--- config.mk ---
export PLATFORM = sky130hd
export DESIGN_NAME = message_sequencer
export DESIGN_NICKNAME = d
export VERILOG_FILES = /design/src/rtl/message_sequencer.sv
export SDC_FILE = /design/constraint.sdc
export NUM_CORES = 1
export LEC_CHECK = 0
export CAP_MARGIN = 15
export CORE_UTILIZATION = 49
export CTS_BUF_LIST = sky130_fd_sc_hd__clkbuf_8
export DETAILED_ROUTE_END_ITERATION = 16
export PLACE_DENSITY = 0.75
export SLEW_MARGIN = 30
export SYNTH_ARGS = -nofsm -noshare
export SYNTH_HDL_FRONTEND = slang
export SYNTH_SLANG_ARGS = --single-unit
--- constraint.sdc ---
create_clock -name clk -period 1.65 [get_ports clk]
set_input_delay 0.4125 -clock clk [delete_from_list [all_inputs] [get_ports clk]]
set_output_delay 0.4125 -clock clk [all_outputs]
set_load 0.005 [all_outputs]
--- src/rtl/message_sequencer.sv ---
// ---------------------------------------------------------------------------
// message_sequencer
//
// Sequences the end-of-round overlay messages (win / life lost / game over).
// An event latched in IDLE selects the message, which is shown (game frozen)
// for HOLD_FRAMES frames, then held until a fresh key press or an optional
// AUTO_FRAMES timeout. A one-cycle DONE state then issues exactly one request
// pulse back to the game-flow logic.
//
// Optional feature: define MSG_BLINK_EN to make messageVisible blink with a
// half-period of BLINK_FRAMES frames while waiting for the key.
//
// Ports:
//   clk            system clock
//   resetN         asynchronous active-low reset
//   startOfFrame   one-cycle pulse per video frame
//   levelCleared   pulse: all balls destroyed
//   playerHit      pulse: player touched a ball
//   livesZero      level: the hit consumed the last life
//   lastLevel      level: current level is the final one
//   keyContinue    continue key, synchronous to clk
//   message        00 none, 01 win, 10 life lost, 11 game over
//   messageVisible gate for the message bitmap drawing requests
//   freezeGame     stops ball, player and shot motion
//   nextLevelReq   one-cycle pulse: load next level
//   retryReq       one-cycle pulse: restart current level
//   restartReq     one-cycle pulse: full game restart
//   busy           high whenever the sequencer is not idle
//
// State table:
//   IDLE     | no message, game running, waiting for an event
//   SHOW     | message shown for HOLD_FRAMES frames, key ignored
//   WAIT_KEY | message shown, waiting for key edge or timeout
//   DONE     | one cycle, message cleared, request pulse issued
// ---------------------------------------------------------------------------
module message_sequencer #(
    parameter int HOLD_FRAMES  = 120,
    parameter int AUTO_FRAMES  = 0,
    parameter int BLINK_FRAMES = 15,
    parameter int CNT_W        = 8
) (
    input  logic       clk,
    input  logic       resetN,
    input  logic       startOfFrame,
    input  logic       levelCleared,
    input  logic       playerHit,
    input  logic       livesZero,
    input  logic       lastLevel,
    input  logic       keyContinue,
    output logic [1:0] message,
    output logic       messageVisible,
    output logic       freezeGame,
    output logic       nextLevelReq,
    output logic       retryReq,
    output logic       restartReq,
    output logic       busy
);

    typedef enum logic [1:0] {IDLE, SHOW, WAIT_KEY, DONE} state_t;

    localparam logic [CNT_W-1:0] ONE       = CNT_W'(1);
    localparam logic [CNT_W-1:0] HOLD_LAST = CNT_W'(HOLD_FRAMES - 1);
    localparam bit               AUTO_EN   = (AUTO_FRAMES != 0);
    localparam logic [CNT_W-1:0] AUTO_LAST = AUTO_EN ? CNT_W'(AUTO_FRAMES - 1) : '0;

    state_t           state, state_next;
    logic [CNT_W-1:0] cnt, cnt_next;
    logic [1:0]       msg_lat, msg_lat_next;
    logic             last_lat, last_lat_next;
    logic             key_prev;
    logic             key_edge;
    logic             vis_wait;

    logic [1:0]       message_d;
    logic             visible_d, freeze_d, next_d, retry_d, restart_d, busy_d;

    assign key_edge = keyContinue & ~key_prev;

    // State register; all outputs are registered from their next values.
    always_ff @(posedge clk or negedge resetN) begin
        if (!resetN) begin
            state          <= IDLE;
            cnt            <= '0;
            msg_lat        <= 2'b00;
            last_lat       <= 1'b0;
            key_prev       <= 1'b0;
            message        <= 2'b00;
            messageVisible <= 1'b0;
            freezeGame     <= 1'b0;
            nextLevelReq   <= 1'b0;
            retryReq       <= 1'b0;
            restartReq     <= 1'b0;
            busy           <= 1'b0;
        end else begin
            state          <= state_next;
            cnt            <= cnt_next;
            msg_lat        <= msg_lat_next;
            last_lat       <= last_lat_next;
            key_prev       <= keyContinue;
            message        <= message_d;
            messageVisible <= visible_d;
            freezeGame     <= freeze_d;
            nextLevelReq   <= next_d;
            retryReq       <= retry_d;
            restartReq     <= restart_d;
            busy           <= busy_d;
        end
    end

    // Next-state logic. The frame counter is cleared on every state exit,
    // so it can never wrap.
    always_comb begin
        state_next    = state;
        cnt_next      = cnt;
        msg_lat_next  = msg_lat;
        last_lat_next = last_lat;
        case (state)
            IDLE: begin
                cnt_next = '0;
                if (playerHit) begin
                    msg_lat_next  = livesZero ? 2'b11 : 2'b10;
                    last_lat_next = lastLevel;
                    state_next    = SHOW;
                end else if (levelCleared) begin
                    msg_lat_next  = 2'b01;
                    last_lat_next = lastLevel;
                    state_next    = SHOW;
                end
            end
            SHOW: begin
                if (startOfFrame) begin
                    if (cnt == HOLD_LAST) begin
                        cnt_next   = '0;
                        state_next = WAIT_KEY;
                    end else begin
                        cnt_next = cnt + ONE;
                    end
                end
            end
            WAIT_KEY: begin
                if (key_edge || (AUTO_EN && startOfFrame && cnt == AUTO_LAST)) begin
                    cnt_next   = '0;
                    state_next = DONE;
                end else if (AUTO_EN && startOfFrame) begin
                    cnt_next = cnt + ONE;
                end
            end
            DONE: begin
                cnt_next   = '0;
                state_next = IDLE;
            end
            default: begin
                cnt_next   = '0;
                state_next = IDLE;
            end
        endcase
    end

`ifdef MSG_BLINK_EN
    localparam logic [CNT_W-1:0] BLINK_LAST = CNT_W'(BLINK_FRAMES - 1);

    logic [CNT_W-1:0] blink_cnt, blink_cnt_next;
    logic             blink_vis, blink_vis_next;

    always_ff @(posedge clk or negedge resetN) begin
        if (!resetN) begin
            blink_cnt <= '0;
            blink_vis <= 1'b1;
        end else begin
            blink_cnt <= blink_cnt_next;
            blink_vis <= blink_vis_next;
        end
    end

    // Outside WAIT_KEY the blink phase is held at "visible", so every
    // entry into WAIT_KEY starts with the message shown.
    always_comb begin
        blink_cnt_next = blink_cnt;
        blink_vis_next = blink_vis;
        if (state != WAIT_KEY) begin
            blink_cnt_next = '0;
            blink_vis_next = 1'b1;
        end else if (startOfFrame) begin
            if (blink_cnt == BLINK_LAST) begin
                blink_cnt_next = '0;
                blink_vis_next = ~blink_vis;
            end else begin
                blink_cnt_next = blink_cnt + ONE;
            end
        end
    end

    assign vis_wait = blink_vis_next;
`else
    localparam int unused_blink_frames = BLINK_FRAMES;

    assign vis_wait = 1'b1;
`endif

    // Output values for the state being entered.
    always_comb begin
        message_d = 2'b00;
        visible_d = 1'b0;
        freeze_d  = 1'b0;
        next_d    = 1'b0;
        retry_d   = 1'b0;
        restart_d = 1'b0;
        busy_d    = 1'b0;
        case (state_next)
            IDLE: ;
            SHOW: begin
                message_d = msg_lat_next;
                visible_d = 1'b1;
                freeze_d  = 1'b1;
                busy_d    = 1'b1;
            end
            WAIT_KEY: begin
                message_d = msg_lat_next;
                visible_d = vis_wait;
                freeze_d  = 1'b1;
                busy_d    = 1'b1;
            end
            DONE: begin
                freeze_d = 1'b1;
                busy_d   = 1'b1;
                case (msg_lat_next)
                    2'b01:   begin
                        next_d    = ~last_lat_next;
                        restart_d = last_lat_next;
                    end
                    2'b10:   retry_d   = 1'b1;
                    2'b11:   restart_d = 1'b1;
                    default: ;
                endcase
            end
            default: ;
        endcase
    end

endmodule

# Word level (Yosys, flattened, before mapping)

Cells that the tools add are included.
W data, S select, Z words.

Reductions and logical operators: 5
Eq/ne operators: 12
Add/sub/neg operators: 1
Bitwise logic cells: 3
Mux-type cells: 26

Operator list:

| kind                  | number |
|---|---|
| $mux W8               | 3 |
| $pmux W8 S3           | 1 |
| $mux W2               | 9 |
| $eq A2 B2 Y1 const B  | 6 |
| $mux W1               | 11 |
| $add A8 B1 Y8 const B | 1 |
| $eq A8 B7 Y1 const B  | 1 |
| $pmux W2 S4           | 1 |
| $eq A2 B1 Y1 const B  | 3 |
| $ne A2 B2 Y1 const B  | 2 |
| $reduce_or A2 Y1      | 2 |
| $reduce_or A3 Y1      | 1 |
| $logic_not A2 Y1      | 1 |
| $not A1 Y1            | 2 |
| $pmux W1 S2           | 1 |
| $reduce_and A2 Y1     | 1 |
| $and A1 B1 Y1         | 1 |

Input port bits: 8
Flip-flop bits (word level): 21
Word-level logic and storage cells: 58
Output and inout port bits: 8

# Logic depth before layout (Yosys ltp)

Word-level depth: 7
Depth in mapped cells: 6
Depth with buffers taken out: 6

# Worst setup path before layout

Ideal clock, no wire load.

Path type: reg2reg
Start: register cnt[0]
End: register message[1]
Slack: -0.070 ns
Data arrival time: 1.588 ns
Required time: 1.519 ns
Path buffers: 0
Clock period less this slack: 1.720 ns
Cell stages (with the launch flop): 7
Setup time: 0.131 ns
Cells stage by stage: dfrtp_1 ha_1 and4_1 a31oi_1 nand3b_1 ha_1 nor2b_1

Cells in the longest elaborated chain, start to end: 7
Elaborated cells between the ends (all ways): 8
Classes of those cells: eq/ne (3); mux (4); reduce/logical (1)

Ends and longest elaborated chain:

| what                                                | RTL line | RTL |
|---|---|---|
| start, declared                                     | 67       | `logic [CNT_W-1:0] cnt, cnt_next;` |
| start signal, assigned                              | 96       | `cnt <= cnt_next;` |
| $eq A8 B7 Y1 *                                      | 132      | `if (cnt == HOLD_LAST) begin` |
| $mux W2 *                                           | 132      |  |
| $mux W2 *                                           | 131      | `if (startOfFrame) begin` |
| $pmux W2 S4 *                                       | 117      | `case (state)` |
| $eq A2 B2 Y1 / $eq A2 B1 Y1 (equally long branches) | 209      | `case (state_next)` |
| $reduce_or A2 Y1 (no source line) *                 | -        |  |
| $mux W2 *                                           | 209      |  |
| named net message_d[1]                              | 74       | `logic [1:0] message_d;` |
| end signal, assigned                                | 100      | `message <= message_d;` |
| end, declared                                       | 50       | `output logic [1:0] message,` |

The timed path passes the listed nets; every way through them passes the cells marked *.
A chain may end at the register's enable or synchronous reset.

# Worst setup path in the final report

Start: input port startOfFrame
End: register message[1]

Cells in the longest elaborated chain, start to end: 5
Elaborated cells between the ends (all ways): 6
Classes of those cells: eq/ne (2); mux (3); reduce/logical (1)

Ends and longest elaborated chain:

| what                                                | RTL line | RTL |
|---|---|---|
| start, declared                                     | 44       | `input logic startOfFrame,` |
| $mux W2 *                                           | 131      |  |
| $pmux W2 S4 *                                       | 117      |  |
| $eq A2 B2 Y1 / $eq A2 B1 Y1 (equally long branches) | 209      |  |
| $reduce_or A2 Y1 (no source line) *                 | -        |  |
| $mux W2 *                                           | 209      |  |
| named net message_d[1]                              | 74       |  |

Marks and branches as above.

==> impl_metrics.tcl <==
set metrics [dict create \
    status "complete, but fails checks" \
    violations "setup timing" \
    wirelength_um 2270 \
    vias_per_cell 5.46 \
    crit_fanout 3 \
    layout.nets 142 \
    fmax_ghz 0.597 \
    r2r-end "message[1]" \
    coreArea_um2 1800 \
    cts_buffer_depth 2 \
    r2r_start "state[1]" \
    design_area_um2 1410 \
    synth_nets 102 \
    hold_class "primary input to flop" \
    netlist_instances 92 \
    hold_depth 2 \
    maxCapViolCount 0 \
    start_kind "primary input" \
    grt_max_degree 22 \
    cp_slowest_stage_delay_ps 430 \
    syn_area_um2 978 \
    worst-setup-path-type "primary input to flop" \
    hold_viol 0 \
    fin_crit_sh_pct 101 \
    cts_buffers 3 \
    grt_usage_pct 22.2 \
    ys_ff_latch 21 \
    slew_violations 0 \
    cts_tree "yes" \
    fin_tns_setup_ps -24.6 \
    dpl_cell_area_um2 1300 \
    crit_slowest_cell "clkdlybuf4s50_1" \
    layout-drive-gt1-share_pct 32.1 \
    dieWidth_um 46.7 \
    worstPathCellList "clkdlybuf4s50_1 -> nor3b_1 -> a21oi_2 -> nand3b_1 -> ha_4 -> nor2b_1" \
    grt_pass1_vias 758 \
    cts_num_sinks 21 \
    ys_warn_count 0 \
    dp_hpwl_um 1530 \
    cp.required_ps 1780 \
    p_leak_nw 0.620 \
    place_congestion 0.812 \
    die-area_um2 2180 \
    dp.cells 150 \
    drt-initial-drc-count 15 \
    initial_utilization_pct 54.3 \
    syn_avg_cell_area_um2 10.6 \
    rrSetupSlack_ps 60 \
    synth.distinct_cells 36 \
    num_vias 852 \
    relSlewSlack_pct 70.4 \
    syn2layout_area_growth_pct 43.7 \
    whs_endpoint "key_prev" \
    dieHeight_um 46.7 \
    post_drt_wl_per_cell_um 14.6 \
    finish.utilization_pct 78.1 \
    grt_setup_unrepaired "yes" \
    rows 15 \
    clkLatencyLatePin_ps 260 \
    antennaDiodeCount 0 \
    critPathBufInv 1 \
    fin_skew_ps 3.76 \
    stdcell_count 156 \
    grt_pass1_wl_um 3260 \
    power_mw 1.50 \
    antenna_found_initial 0 \
    io_pins 16 \
    crit_arrival_ps 1800 \
    clkTransAtPathRegs_ps 80 \
    htree_levels 1 \
    worst_slew_pin_slew_ps 440 \
    firstDrtPassIters 4 \
    finalSetupViolCount 1 \
    p_per_area_nw_per_um2 1070 \
    critPathTopFamily "simple AND/OR/NAND/NOR gates" \
    ys_seq_area_share_pct 53.7 \
    io_buffers 15 \
    cts_root_buf "clkbuf_8" \
    rr_worst_depth 5 \
    ir_drop_v 0.000682 \
    fin_crit_ps 1670 \
    antenna_left 0 \
    synth_edf_count 0 \
    grt-ovfl-total 0 \
    synthFlopType "dfrtp_1" \
    worstHoldStart "keyContinue" \
    async_flop_share_pct 100 \
    cp-end-kind "flop" \
    drc 0 \
    fin_ws_ps -24.6 \
]
## flip-flops by register name, summed over array words and instances, names as in the netlist
signal,count
restartReq,1
busy,1
retryReq,1
msg_lat,2
last_lat,1
key_prev,1
messageVisible,1
nextLevelReq,1
state,2
message,2
cnt,8
## through the flow
step                      setup slack, ps  hold WS [ps]
after CTS                           -3.54           499
after global placement               -242           490
final                               -24.6           389
after detailed placement             -271           507
after global routing                -73.2           420
after floorplan                      27.4           117
## worst reg2reg max path: stages (launching register included)
cell and delay (ps):
dfrtp_1 460, nor3b_1 420, a21oi_2 90, nand3b_1 140
ha_4 220, nor2b_1 130
## power breakdown
group,switching [mW],internal [mW]
clock,0.166,0.168
combinational,0.226,0.252
sequential,0.0592,0.628
## metal layers
metal  vias up  global-route usage, %  part of all wire [%]
li1        410                      -                     -
met1       408                   30.0                    45
met2        29                   31.7                    48
met3         5                   8.24                   5.2
met4         0                   9.71                   1.7
met5         -                      0                     0
## how the worst max path moves through the flow
stage                            start          to  slack, ps  cells past startpoint
final                     startOfFrame  message[1]        -20                      6
after global routing      startOfFrame  message[1]        -70                      6
after CTS                  keyContinue  message[1]         -4                      6
after detailed placement   keyContinue  message[1]       -270                      6
after global placement     keyContinue      cnt[7]       -240                      5
after floorplan                 cnt[0]  message[1]         30                      6
## kinds of logic (layout without fill, tap and decap cells)
logic type,Yosys count,in the layout,synth area share [%]
simple gates,43,43,25.3
flops,21,21,53.7
compound gates,20,20,13.9
buf+inv,3,42,1.54
fa+ha+maj,2,2,2.56
xor+xnor,2,2,1.79
mux,1,1,1.15
## area by class of cell
cell class,count,area [um^2]
clock buffers,3,41.3
clock inverters,1,5.00
fillers,119,395
inverters,2,7.51
multi-input cells,68,485
flip-flops and latches,21,526
well taps,25,31.3
repair buffers,36,310
## cells in the mapped netlist, types with 4 or more instances
cell type   n  area, um^2
o21ai_0     4        20.0
dfrtp_1    21         526
nor2_1      8        30.0
nand2_1    10        37.5
nand3_1     4        20.0
a21oi_1     6        30.0
## layout by cell type, fill, tap and decap left out, types with 2 or more instances in the layout
cell | synthesis | final
clkdlybuf4s50_1 | 0 | 14
a21oi_2 | 0 | 3
buf_4 | 1 | 21
o21ai_0 | 4 | 3
nand3b_1 | 2 | 2
nand3_1 | 4 | 4
xnor2_1 | 2 | 2
nor3b_1 | 2 | 2
nor2_1 | 8 | 8
nand2_1 | 10 | 10
a21oi_1 | 6 | 3
or4_4 | 0 | 2
and2b_2 | 2 | 3
inv_1 | 2 | 2
clkbuf_8 | 0 | 3
o31ai_1 | 2 | 2
a211oi_1 | 2 | 2
dfrtp_1 | 21 | 21
## repair_timing
| item | in CTS | in global routing |
|---|---|---|
| setup buffers | 0 | 2 |
| hold buffers | 0 | 0 |
| resized for setup | 1 | 11 |
| setup endpoints to repair | 2 | 7 |
| pin swaps | 0 | 4 |
Power figures use the tool's default switching activity.
